$ cat src/rtl/ctrl_pkg.sv
// ---------------------------------------------------------------------------
// ctrl_pkg
// Shared definitions for the multi-cycle controller: opcode/funct values,
// FSM state encoding, steering-field encodings, the instruction-class enum
// and the packed bundle of datapath steering signals.
// ---------------------------------------------------------------------------
package ctrl_pkg;

   // Primary opcodes (instr[31:26])
   localparam logic [5:0] OP_RTYPE = 6'h00;
   localparam logic [5:0] OP_J     = 6'h02;
   localparam logic [5:0] OP_JAL   = 6'h03;
   localparam logic [5:0] OP_BEQ   = 6'h04;
   localparam logic [5:0] OP_ORI   = 6'h0D;
   localparam logic [5:0] OP_LUI   = 6'h0F;
   localparam logic [5:0] OP_LW    = 6'h23;
   localparam logic [5:0] OP_SW    = 6'h2B;

   // R-type function codes (instr[5:0])
   localparam logic [5:0] FN_NOP   = 6'h00;
   localparam logic [5:0] FN_JR    = 6'h08;
   localparam logic [5:0] FN_ADDU  = 6'h21;
   localparam logic [5:0] FN_SUBU  = 6'h23;

   typedef enum logic [2:0] {
      S_FETCH  = 3'd0,
      S_DECODE = 3'd1,
      S_EXEC   = 3'd2,
      S_MEM    = 3'd3,
      S_WB     = 3'd4
   } state_t;

   localparam logic [2:0] ALU_ADD = 3'd0;
   localparam logic [2:0] ALU_SUB = 3'd1;
   localparam logic [2:0] ALU_OR  = 3'd2;

   localparam logic [1:0] EXT_ZERO = 2'd0;
   localparam logic [1:0] EXT_SIGN = 2'd1;
   localparam logic [1:0] EXT_LUI  = 2'd2;

   localparam logic [1:0] DST_RT = 2'd0;
   localparam logic [1:0] DST_RD = 2'd1;
   localparam logic [1:0] DST_RA = 2'd2;

   localparam logic [1:0] WB_ALU = 2'd0;
   localparam logic [1:0] WB_DM  = 2'd1;
   localparam logic [1:0] WB_PC4 = 2'd2;

   typedef enum logic [3:0] {
      C_ADDU, C_SUBU, C_JR, C_NOP, C_ORI, C_LW,
      C_SW, C_BEQ, C_LUI, C_J, C_JAL, C_ILLEGAL
   } iclass_t;

   typedef struct packed {
      logic [1:0] regdst;
      logic       branch0;
      logic       branch1;
      logic       branch2;
      logic [1:0] memtoreg;
      logic [2:0] aluop;
      logic       alusrc;
      logic [1:0] sign;
   } steer_t;

endpackage

$ cat src/rtl/mc_ctrl_fsm_if.sv
// ---------------------------------------------------------------------------
// mc_ctrl_fsm_if
// Option/Function interface between datapath and controller.
//   master : datapath side, drives Option/Function, consumes controls.
//   slave  : controller side, consumes Option/Function, drives controls.
// ---------------------------------------------------------------------------
interface mc_ctrl_fsm_if;
   logic [5:0] Option;
   logic [5:0] Function;
   logic       IRWrite;
   logic       PCWrite;
   logic [1:0] Regdst;
   logic       Branch0;
   logic       Branch1;
   logic       Branch2;
   logic       MemRead;
   logic [1:0] MemtoReg;
   logic [2:0] ALUOp;
   logic       MemWrite;
   logic       ALUSrc;
   logic       Regwrite;
   logic [1:0] Sign;

   modport master (
      output Option, Function,
      input  IRWrite, PCWrite, Regdst, Branch0, Branch1, Branch2, MemRead,
             MemtoReg, ALUOp, MemWrite, ALUSrc, Regwrite, Sign
   );

   modport slave (
      input  Option, Function,
      output IRWrite, PCWrite, Regdst, Branch0, Branch1, Branch2, MemRead,
             MemtoReg, ALUOp, MemWrite, ALUSrc, Regwrite, Sign
   );
endinterface

$ cat src/rtl/mc_ctrl_decode.sv
// ---------------------------------------------------------------------------
// mc_ctrl_decode
// Purely combinational: classifies an opcode/funct pair and produces the
// datapath steering bundle for that class.
//   op, fn : opcode and function field
//   cls    : instruction class (C_ILLEGAL when undecodable)
//   steer  : Regdst/Branch*/MemtoReg/ALUOp/ALUSrc/Sign for the class
// ---------------------------------------------------------------------------
module mc_ctrl_decode
   import ctrl_pkg::*;
(
   input  logic [5:0] op,
   input  logic [5:0] fn,
   output iclass_t    cls,
   output steer_t     steer
);

   always_comb begin
      // NOTE: default first so every path assigns cls; no latch is inferred.
      cls = C_ILLEGAL;
      case (op)
         OP_RTYPE: begin
            case (fn)
               FN_ADDU: cls = C_ADDU;
               FN_SUBU: cls = C_SUBU;
               FN_JR:   cls = C_JR;
               FN_NOP:  cls = C_NOP;
               default: cls = C_ILLEGAL;
            endcase
         end
         OP_ORI:  cls = C_ORI;
         OP_LW:   cls = C_LW;
         OP_SW:   cls = C_SW;
         OP_BEQ:  cls = C_BEQ;
         OP_LUI:  cls = C_LUI;
         OP_J:    cls = C_J;
         OP_JAL:  cls = C_JAL;
         default: cls = C_ILLEGAL;
      endcase
   end

   always_comb begin
      steer = '0;
      case (cls)
         C_ADDU: begin steer.regdst = DST_RD; steer.aluop = ALU_ADD; end
         C_SUBU: begin steer.regdst = DST_RD; steer.aluop = ALU_SUB; end
         C_ORI: begin
            steer.alusrc = 1'b1; steer.sign = EXT_ZERO; steer.aluop = ALU_OR;
         end
         C_LUI: begin
            steer.alusrc = 1'b1; steer.sign = EXT_LUI; steer.aluop = ALU_ADD;
         end
         C_LW: begin
            steer.alusrc   = 1'b1; steer.sign = EXT_SIGN; steer.aluop = ALU_ADD;
            steer.memtoreg = WB_DM;
         end
         C_SW: begin
            steer.alusrc = 1'b1; steer.sign = EXT_SIGN; steer.aluop = ALU_ADD;
         end
         C_BEQ: begin
            steer.branch0 = 1'b1; steer.aluop = ALU_SUB; steer.sign = EXT_SIGN;
         end
         C_J:   steer.branch1 = 1'b1;
         C_JAL: begin
            // Link write of pc+4 into $31 happens in the same cycle as the jump.
            steer.branch1 = 1'b1; steer.regdst = DST_RA; steer.memtoreg = WB_PC4;
         end
         C_JR:  steer.branch2 = 1'b1;
         default: steer = '0;
      endcase
   end

endmodule

$ cat src/rtl/mc_ctrl_fsm.sv
// ---------------------------------------------------------------------------
// mc_ctrl_fsm
// Multi-cycle control unit. Sequences each instruction through
// FETCH/DECODE/EXEC/MEM/WB and drives all datapath controls.
//   clk, reset : clock and synchronous active-high reset
//   bus        : Option/Function in, datapath controls out (slave side)
//   state_o    : current state, for debug
//   instr_done : one-cycle pulse in the retire cycle
//   instr_cnt  : retired-instruction counter (wraps)
//   illegal    : sticky undecodable-instruction flag, cleared by reset only
// ---------------------------------------------------------------------------
module mc_ctrl_fsm
   import ctrl_pkg::*;
#(
   parameter int CNT_W = 32
) (
   input  logic             clk,
   input  logic             reset,
   mc_ctrl_fsm_if.slave     bus,
   output logic [2:0]       state_o,
   output logic             instr_done,
   output logic [CNT_W-1:0] instr_cnt,
   output logic             illegal
);

   state_t     state;
   logic [5:0] op_q, fn_q;
   logic [5:0] dec_op, dec_fn;
   iclass_t    cls;
   steer_t     steer, steer_o;
   logic       ir_w, pc_w, mem_rd, mem_wr, reg_wr;
   logic       short_op;

   // In DECODE the decoder looks at the live IR fields so illegal can be
   // flagged on the DECODE edge; afterwards it sees the latched copy, which
   // makes later Option/Function changes irrelevant.
   assign dec_op = (state == S_DECODE) ? bus.Option   : op_q;
   assign dec_fn = (state == S_DECODE) ? bus.Function : fn_q;

   mc_ctrl_decode u_decode (
      .op    (dec_op),
      .fn    (dec_fn),
      .cls   (cls),
      .steer (steer)
   );

   assign short_op = (cls inside {C_BEQ, C_J, C_JR, C_NOP, C_ILLEGAL});

   // Strobes are gated by reset so an instruction interrupted by reset can
   // never commit a write in the reset cycle.
   always_comb begin
      ir_w   = 1'b0;
      pc_w   = 1'b0;
      mem_rd = 1'b0;
      mem_wr = 1'b0;
      reg_wr = 1'b0;
      if (!reset) begin
         case (state)
            S_FETCH: ir_w = 1'b1;
            S_EXEC: begin
               if (short_op) begin
                  pc_w = 1'b1;
               end else if (cls == C_JAL) begin
                  pc_w   = 1'b1;
                  reg_wr = 1'b1;
               end
            end
            S_MEM: begin
               if (cls == C_LW) begin
                  mem_rd = 1'b1;
               end else if (cls == C_SW) begin
                  mem_wr = 1'b1;
                  pc_w   = 1'b1;
               end
            end
            S_WB: begin
               reg_wr = 1'b1;
               pc_w   = 1'b1;
            end
            default: ;
         endcase
      end
   end

   // Steering is only meaningful once op_q holds the instruction.
   assign steer_o = (state inside {S_EXEC, S_MEM, S_WB}) ? steer : '0;

   assign bus.IRWrite  = ir_w;
   assign bus.PCWrite  = pc_w;
   assign bus.MemRead  = mem_rd;
   assign bus.MemWrite = mem_wr;
   assign bus.Regwrite = reg_wr;
   assign bus.Regdst   = steer_o.regdst;
   assign bus.Branch0  = steer_o.branch0;
   assign bus.Branch1  = steer_o.branch1;
   assign bus.Branch2  = steer_o.branch2;
   assign bus.MemtoReg = steer_o.memtoreg;
   assign bus.ALUOp    = steer_o.aluop;
   assign bus.ALUSrc   = steer_o.alusrc;
   assign bus.Sign     = steer_o.sign;

   // Every instruction retires in the cycle it commits the PC.
   assign instr_done = pc_w;
   assign state_o    = state;

   // NOTE: sequential state uses <= only, so all registers update together.
   always_ff @(posedge clk) begin
      if (reset) begin
         state     <= S_FETCH;
         op_q      <= '0;
         fn_q      <= '0;
         instr_cnt <= '0;
         illegal   <= 1'b0;
      end else begin
         if (pc_w) instr_cnt <= instr_cnt + CNT_W'(1);
         case (state)
            S_FETCH: state <= S_DECODE;
            S_DECODE: begin
               op_q  <= bus.Option;
               fn_q  <= bus.Function;
               if (cls == C_ILLEGAL) illegal <= 1'b1;
               state <= S_EXEC;
            end
            S_EXEC: begin
               case (cls)
                  C_LW, C_SW:                  state <= S_MEM;
                  C_ADDU, C_SUBU, C_ORI, C_LUI: state <= S_WB;
                  default:                     state <= S_FETCH;
               endcase
            end
            S_MEM:   state <= (cls == C_LW) ? S_WB : S_FETCH;
            default: state <= S_FETCH;
         endcase
      end
   end

endmodule

$ cat src/flat_wrapper.sv
// flat-port wrapper written by rule: the top's interface ports become plain ports
module mc_ctrl_fsm_flat import ctrl_pkg::*;
#(
   parameter int CNT_W = 32
)
  (clk, reset, state_o, instr_done, instr_cnt, illegal, bus_Option, bus_Function, bus_IRWrite, bus_PCWrite, bus_Regdst, bus_Branch0, bus_Branch1, bus_Branch2, bus_MemRead, bus_MemtoReg, bus_ALUOp, bus_MemWrite, bus_ALUSrc, bus_Regwrite, bus_Sign);
  mc_ctrl_fsm_if bus_i ();
  input  logic clk;
  input  logic reset;
  output logic [2:0] state_o;
  output logic instr_done;
  output logic [CNT_W-1:0] instr_cnt;
  output logic illegal;
  input wire logic [$bits(bus_i.Option)-1:0] bus_Option;
  input wire logic [$bits(bus_i.Function)-1:0] bus_Function;
  output wire logic [$bits(bus_i.IRWrite)-1:0] bus_IRWrite;
  output wire logic [$bits(bus_i.PCWrite)-1:0] bus_PCWrite;
  output wire logic [$bits(bus_i.Regdst)-1:0] bus_Regdst;
  output wire logic [$bits(bus_i.Branch0)-1:0] bus_Branch0;
  output wire logic [$bits(bus_i.Branch1)-1:0] bus_Branch1;
  output wire logic [$bits(bus_i.Branch2)-1:0] bus_Branch2;
  output wire logic [$bits(bus_i.MemRead)-1:0] bus_MemRead;
  output wire logic [$bits(bus_i.MemtoReg)-1:0] bus_MemtoReg;
  output wire logic [$bits(bus_i.ALUOp)-1:0] bus_ALUOp;
  output wire logic [$bits(bus_i.MemWrite)-1:0] bus_MemWrite;
  output wire logic [$bits(bus_i.ALUSrc)-1:0] bus_ALUSrc;
  output wire logic [$bits(bus_i.Regwrite)-1:0] bus_Regwrite;
  output wire logic [$bits(bus_i.Sign)-1:0] bus_Sign;
  assign bus_i.Option = bus_Option;
  assign bus_i.Function = bus_Function;
  assign bus_IRWrite = bus_i.IRWrite;
  assign bus_PCWrite = bus_i.PCWrite;
  assign bus_Regdst = bus_i.Regdst;
  assign bus_Branch0 = bus_i.Branch0;
  assign bus_Branch1 = bus_i.Branch1;
  assign bus_Branch2 = bus_i.Branch2;
  assign bus_MemRead = bus_i.MemRead;
  assign bus_MemtoReg = bus_i.MemtoReg;
  assign bus_ALUOp = bus_i.ALUOp;
  assign bus_MemWrite = bus_i.MemWrite;
  assign bus_ALUSrc = bus_i.ALUSrc;
  assign bus_Regwrite = bus_i.Regwrite;
  assign bus_Sign = bus_i.Sign;
  mc_ctrl_fsm #(.CNT_W(CNT_W)) u_core (.clk(clk), .reset(reset), .bus(bus_i), .state_o(state_o), .instr_done(instr_done), .instr_cnt(instr_cnt), .illegal(illegal));
endmodule
$ cat config.mk
export PLATFORM = sky130hd
export DESIGN_NAME = mc_ctrl_fsm_flat
export DESIGN_NICKNAME = d
export VERILOG_FILES = /design/src/rtl/ctrl_pkg.sv /design/src/rtl/mc_ctrl_fsm_if.sv /design/src/rtl/mc_ctrl_decode.sv /design/src/rtl/mc_ctrl_fsm.sv /design/src/flat_wrapper.sv
export SDC_FILE = /design/constraint.sdc
export NUM_CORES = 1
export LEC_CHECK = 0
export CAP_MARGIN = 0
export CORE_UTILIZATION = 55
export DETAILED_ROUTE_END_ITERATION = 6
export PLACE_DENSITY = 0.95
export SLEW_MARGIN = 40
export SYNTH_ARGS = -nofsm -noshare
export SYNTH_HDL_FRONTEND = slang
export SYNTH_SLANG_ARGS = --single-unit
$ cat constraint.sdc
create_clock -name clk -period 6.9 [get_ports clk]
set_input_delay 1.035 -clock clk [delete_from_list [all_inputs] [get_ports clk]]
set_output_delay 1.035 -clock clk [all_outputs]
set_load 0.01 [all_outputs]
==> flow_summary.ini <==
[global_route]
use_met3 = 0.0429
overflow = 0
busiest_layer = met2
grt_pass1_vias = 2848
met1_usage = 0.405
grt_pass1_wl_mm = 14.0
grt_max_degree = 56
grt_antenna_before_repair = 0
grtUsageMet2 = 0.454
track_usage = 0.290

[power_and_ir_drop]
p_leak_nw = 1.18
peakVddDrop_mv = 0.131
powerDensity_nw_per_um2 = 166
power_mw = 0.630

[worst_setup_path]
critical-path-top-delay-family = simple AND/OR/NAND/NOR gates
worst_r2r_endpoint = u_core.instr_cnt[17]
crit_buf_inv = 2
slowest_delay_ps = 610
path_class = input pin to output pin
crit-reg2reg-launch = u_core.state_o[0]
r2r_setup_slack_ps = 3110
r2r_cells = 10
cp.required_ps = 5860
crit_chain = clkdlybuf4s50_1 > or4b_1 > nor2_1 > or3_1 > a31oi_1 > and2_1 > o22a_2 > nor2_2 > nor2_1 > clkdlybuf4s50_1
path_max_fanout = 21
worst-endpoint-arrival_ps = 4370
cp-start-kind = input pin
cp-end-kind = output pin
cp_slowest_cell = or4b_1

[finish]
drive_gt1_frac = 0.0593
final_cells = 525
layout.nets = 469
antenna_cells = 0
area_growth_pct = 22.6
n_fill_cell = 444

[die]
die_w_um = 77.1
dieArea_um2 = 5940
num_rows = 26
start_util = 0.588
coreArea_um2 = 5270
ios = 69
die_h_um = 77.1

[drt]
wl_mm = 8.55
postRouteAntennaNets = 0
wl_per_cell_um = 16.3
num_vias = 3336
vias_per_cell = 6.35
drt-pass1-iter-count = 5
drc = 0
drt_iter0_markers = 407

[clock_tree]
post_cts_buffers = 0
clock_latency_ps = 310
ctsHoldBuffers = 0
path_clk_slew_ps = 90
root_buffer = clkbuf_8
cts.repair.resized = 0
cts.sinks = 48
htree_num_levels = 2
numCtsBuffers = 5
cts_tree = yes
cts_buffer_depth = 2

[logic_synthesis]
async_reset_ff_frac = 0
ys.flop_type = dfxtp_1
synth_cell_types = 63
synth_area_um2 = 3100
syn_inst = 409
syn_area_per_cell_um2 = 7.58
synth-edff-count = 0
syn_nets = 424
ys_warn_count = 0
ys_seq_area_frac = 0.310
yosys_register_bits = 48

[timing]
tns_ps = 0
hold_viol = 0
period_share = 0.783
period_minus_slack_ps = 5400
fin_ws_ps = 1500
setup_viol = 0
skew_ps = 10.9
fmax_ghz = 0.185
finalMaxSlewViolations = 0
fin_hold_ws_ps = 477
worst_pin_slew_ps = 758
max-slew-margin-rel = 0.494
grt_setup_unrepaired = false

[run_status]
status = finished clean

[run]
cap_violations = 0

[min_path]
hp-class = flip-flop to flip-flop
worstHoldEndpoint = u_core.fn_q[3]
min_from = u_core.fn_q[3]
hold_path_depth = 2

[placed_design]
hpwl_mm = 6.10
dp.cells = 517
place_congestion = 0.921
port_buffers = 67
dpl_worst_slack_ps = 1580
[state kept, by name, summed over array words and instances (netlist names)]
register          cells
u_core.fn_q           6
u_core.illegal        1
u_core.instr_cnt     32
u_core.op_q           6
u_core.state_o        3
[cell type report]
cell class | count | area (um2) | area share
clock buffers | 6 | 82.6 | 0.0217
clock inverters | 2 | 13.8 | 0.00362
inverters | 13 | 48.8 | 0.0128
multi-input cells | 318 | 1930 | 0.508
flip-flops and latches | 48 | 961 | 0.253
well taps | 70 | 87.6 | 0.0230
repair buffers | 68 | 676 | 0.178
[cells in the final DEF, fill, tap and decap left out, types with 6 or more instances in the layout]
cell	netlist	final
a211oi_1	7	7
a21oi_1	42	42
clkbuf_8	0	6
clkdlybuf4s50_1	0	66
dfxtp_1	48	48
inv_1	13	13
nand2_1	41	41
nand3_1	20	20
nand3b_1	6	6
nand4_1	12	12
nor2_1	37	37
nor3_1	6	6
o21ai_0	18	18
o31ai_1	10	10
or3_1	18	18
or4_1	11	11
[stage by stage]
step,util,area [um2]
2_1_floorplan,-,3100
3_3_place_gp,0.701,3690
3_5_place_dp,0.701,3690
4_1_cts,0.719,3790
5_1_grt,0.721,3800
6_report,0.721,3800
[worst max-delay path by stage]
stage	start	end	cells after the start
3_5_place_dp	bus_Option[0]	bus_PCWrite	10
6_report	bus_Option[0]	bus_PCWrite	10
5_1_grt	bus_Option[0]	bus_PCWrite	10
4_1_cts	bus_Option[0]	bus_PCWrite	10
3_3_place_gp	bus_Option[1]	instr_done	10
2_1_floorplan	bus_Option[1]	instr_done	12
[tightest hold or removal path, delay by kind of cell, from the launching register on]
kind             cells  cell delay, ps
AO/OA/AOI/OAI        1              50
flip-flops           1             330
AND/OR/NAND/NOR      1              60
[cell families (layout without fill, tap and decap cells)]
| group | count (synthesis) | after routing | synth area share |
|---|---|---|---|
| AO/OA/AOI/OAI | 102 | 102 | 0.206 |
| XOR/XNOR | 7 | 7 | 0.0198 |
| adder cells (fa/ha/maj) | 1 | 1 | 0.00404 |
| buffers and inverters | 43 | 89 | 0.0698 |
| flip-flops | 48 | 48 | 0.310 |
| multiplexers | 8 | 8 | 0.0287 |
| other | 1 | 1 | 0.00121 |
| AND/OR/NAND/NOR | 199 | 199 | 0.360 |
[power by group]
| group | leakage (nW) | switching [mW] | internal [mW] |
|---|---|---|---|
| clock | 0.0516 | 0.104 | 0.0823 |
| sequential | 0.389 | 0.0137 | 0.285 |
| combinational | 0.737 | 0.0868 | 0.0578 |
[synth_stat cells (6+ instances only)]
master     n  share of area
inv_1     13          0.016
nor3_1     6         0.0097
nor2_1    37          0.045
nand3_1   20          0.032
a211oi_1   7          0.017
nand4_1   12          0.024
or4_1     11          0.027
o21ai_0   18          0.029
nand3b_1   6          0.015
nand2_1   41          0.050
o31ai_1   10          0.024
or3_1     18          0.036
dfxtp_1   48           0.31
a21oi_1   42          0.068
clkbuf_1  17          0.021
[routing by layer]
| metal | vias up | routed length [um] |
|---|---|---|
| li1 | 1581 | - |
| met1 | 1561 | 3740 |
| met2 | 174 | 3900 |
| met3 | 20 | 717 |
| met4 | 0 | 187 |
| met5 | - | 0 |
(Power assumes the default switching activity.)
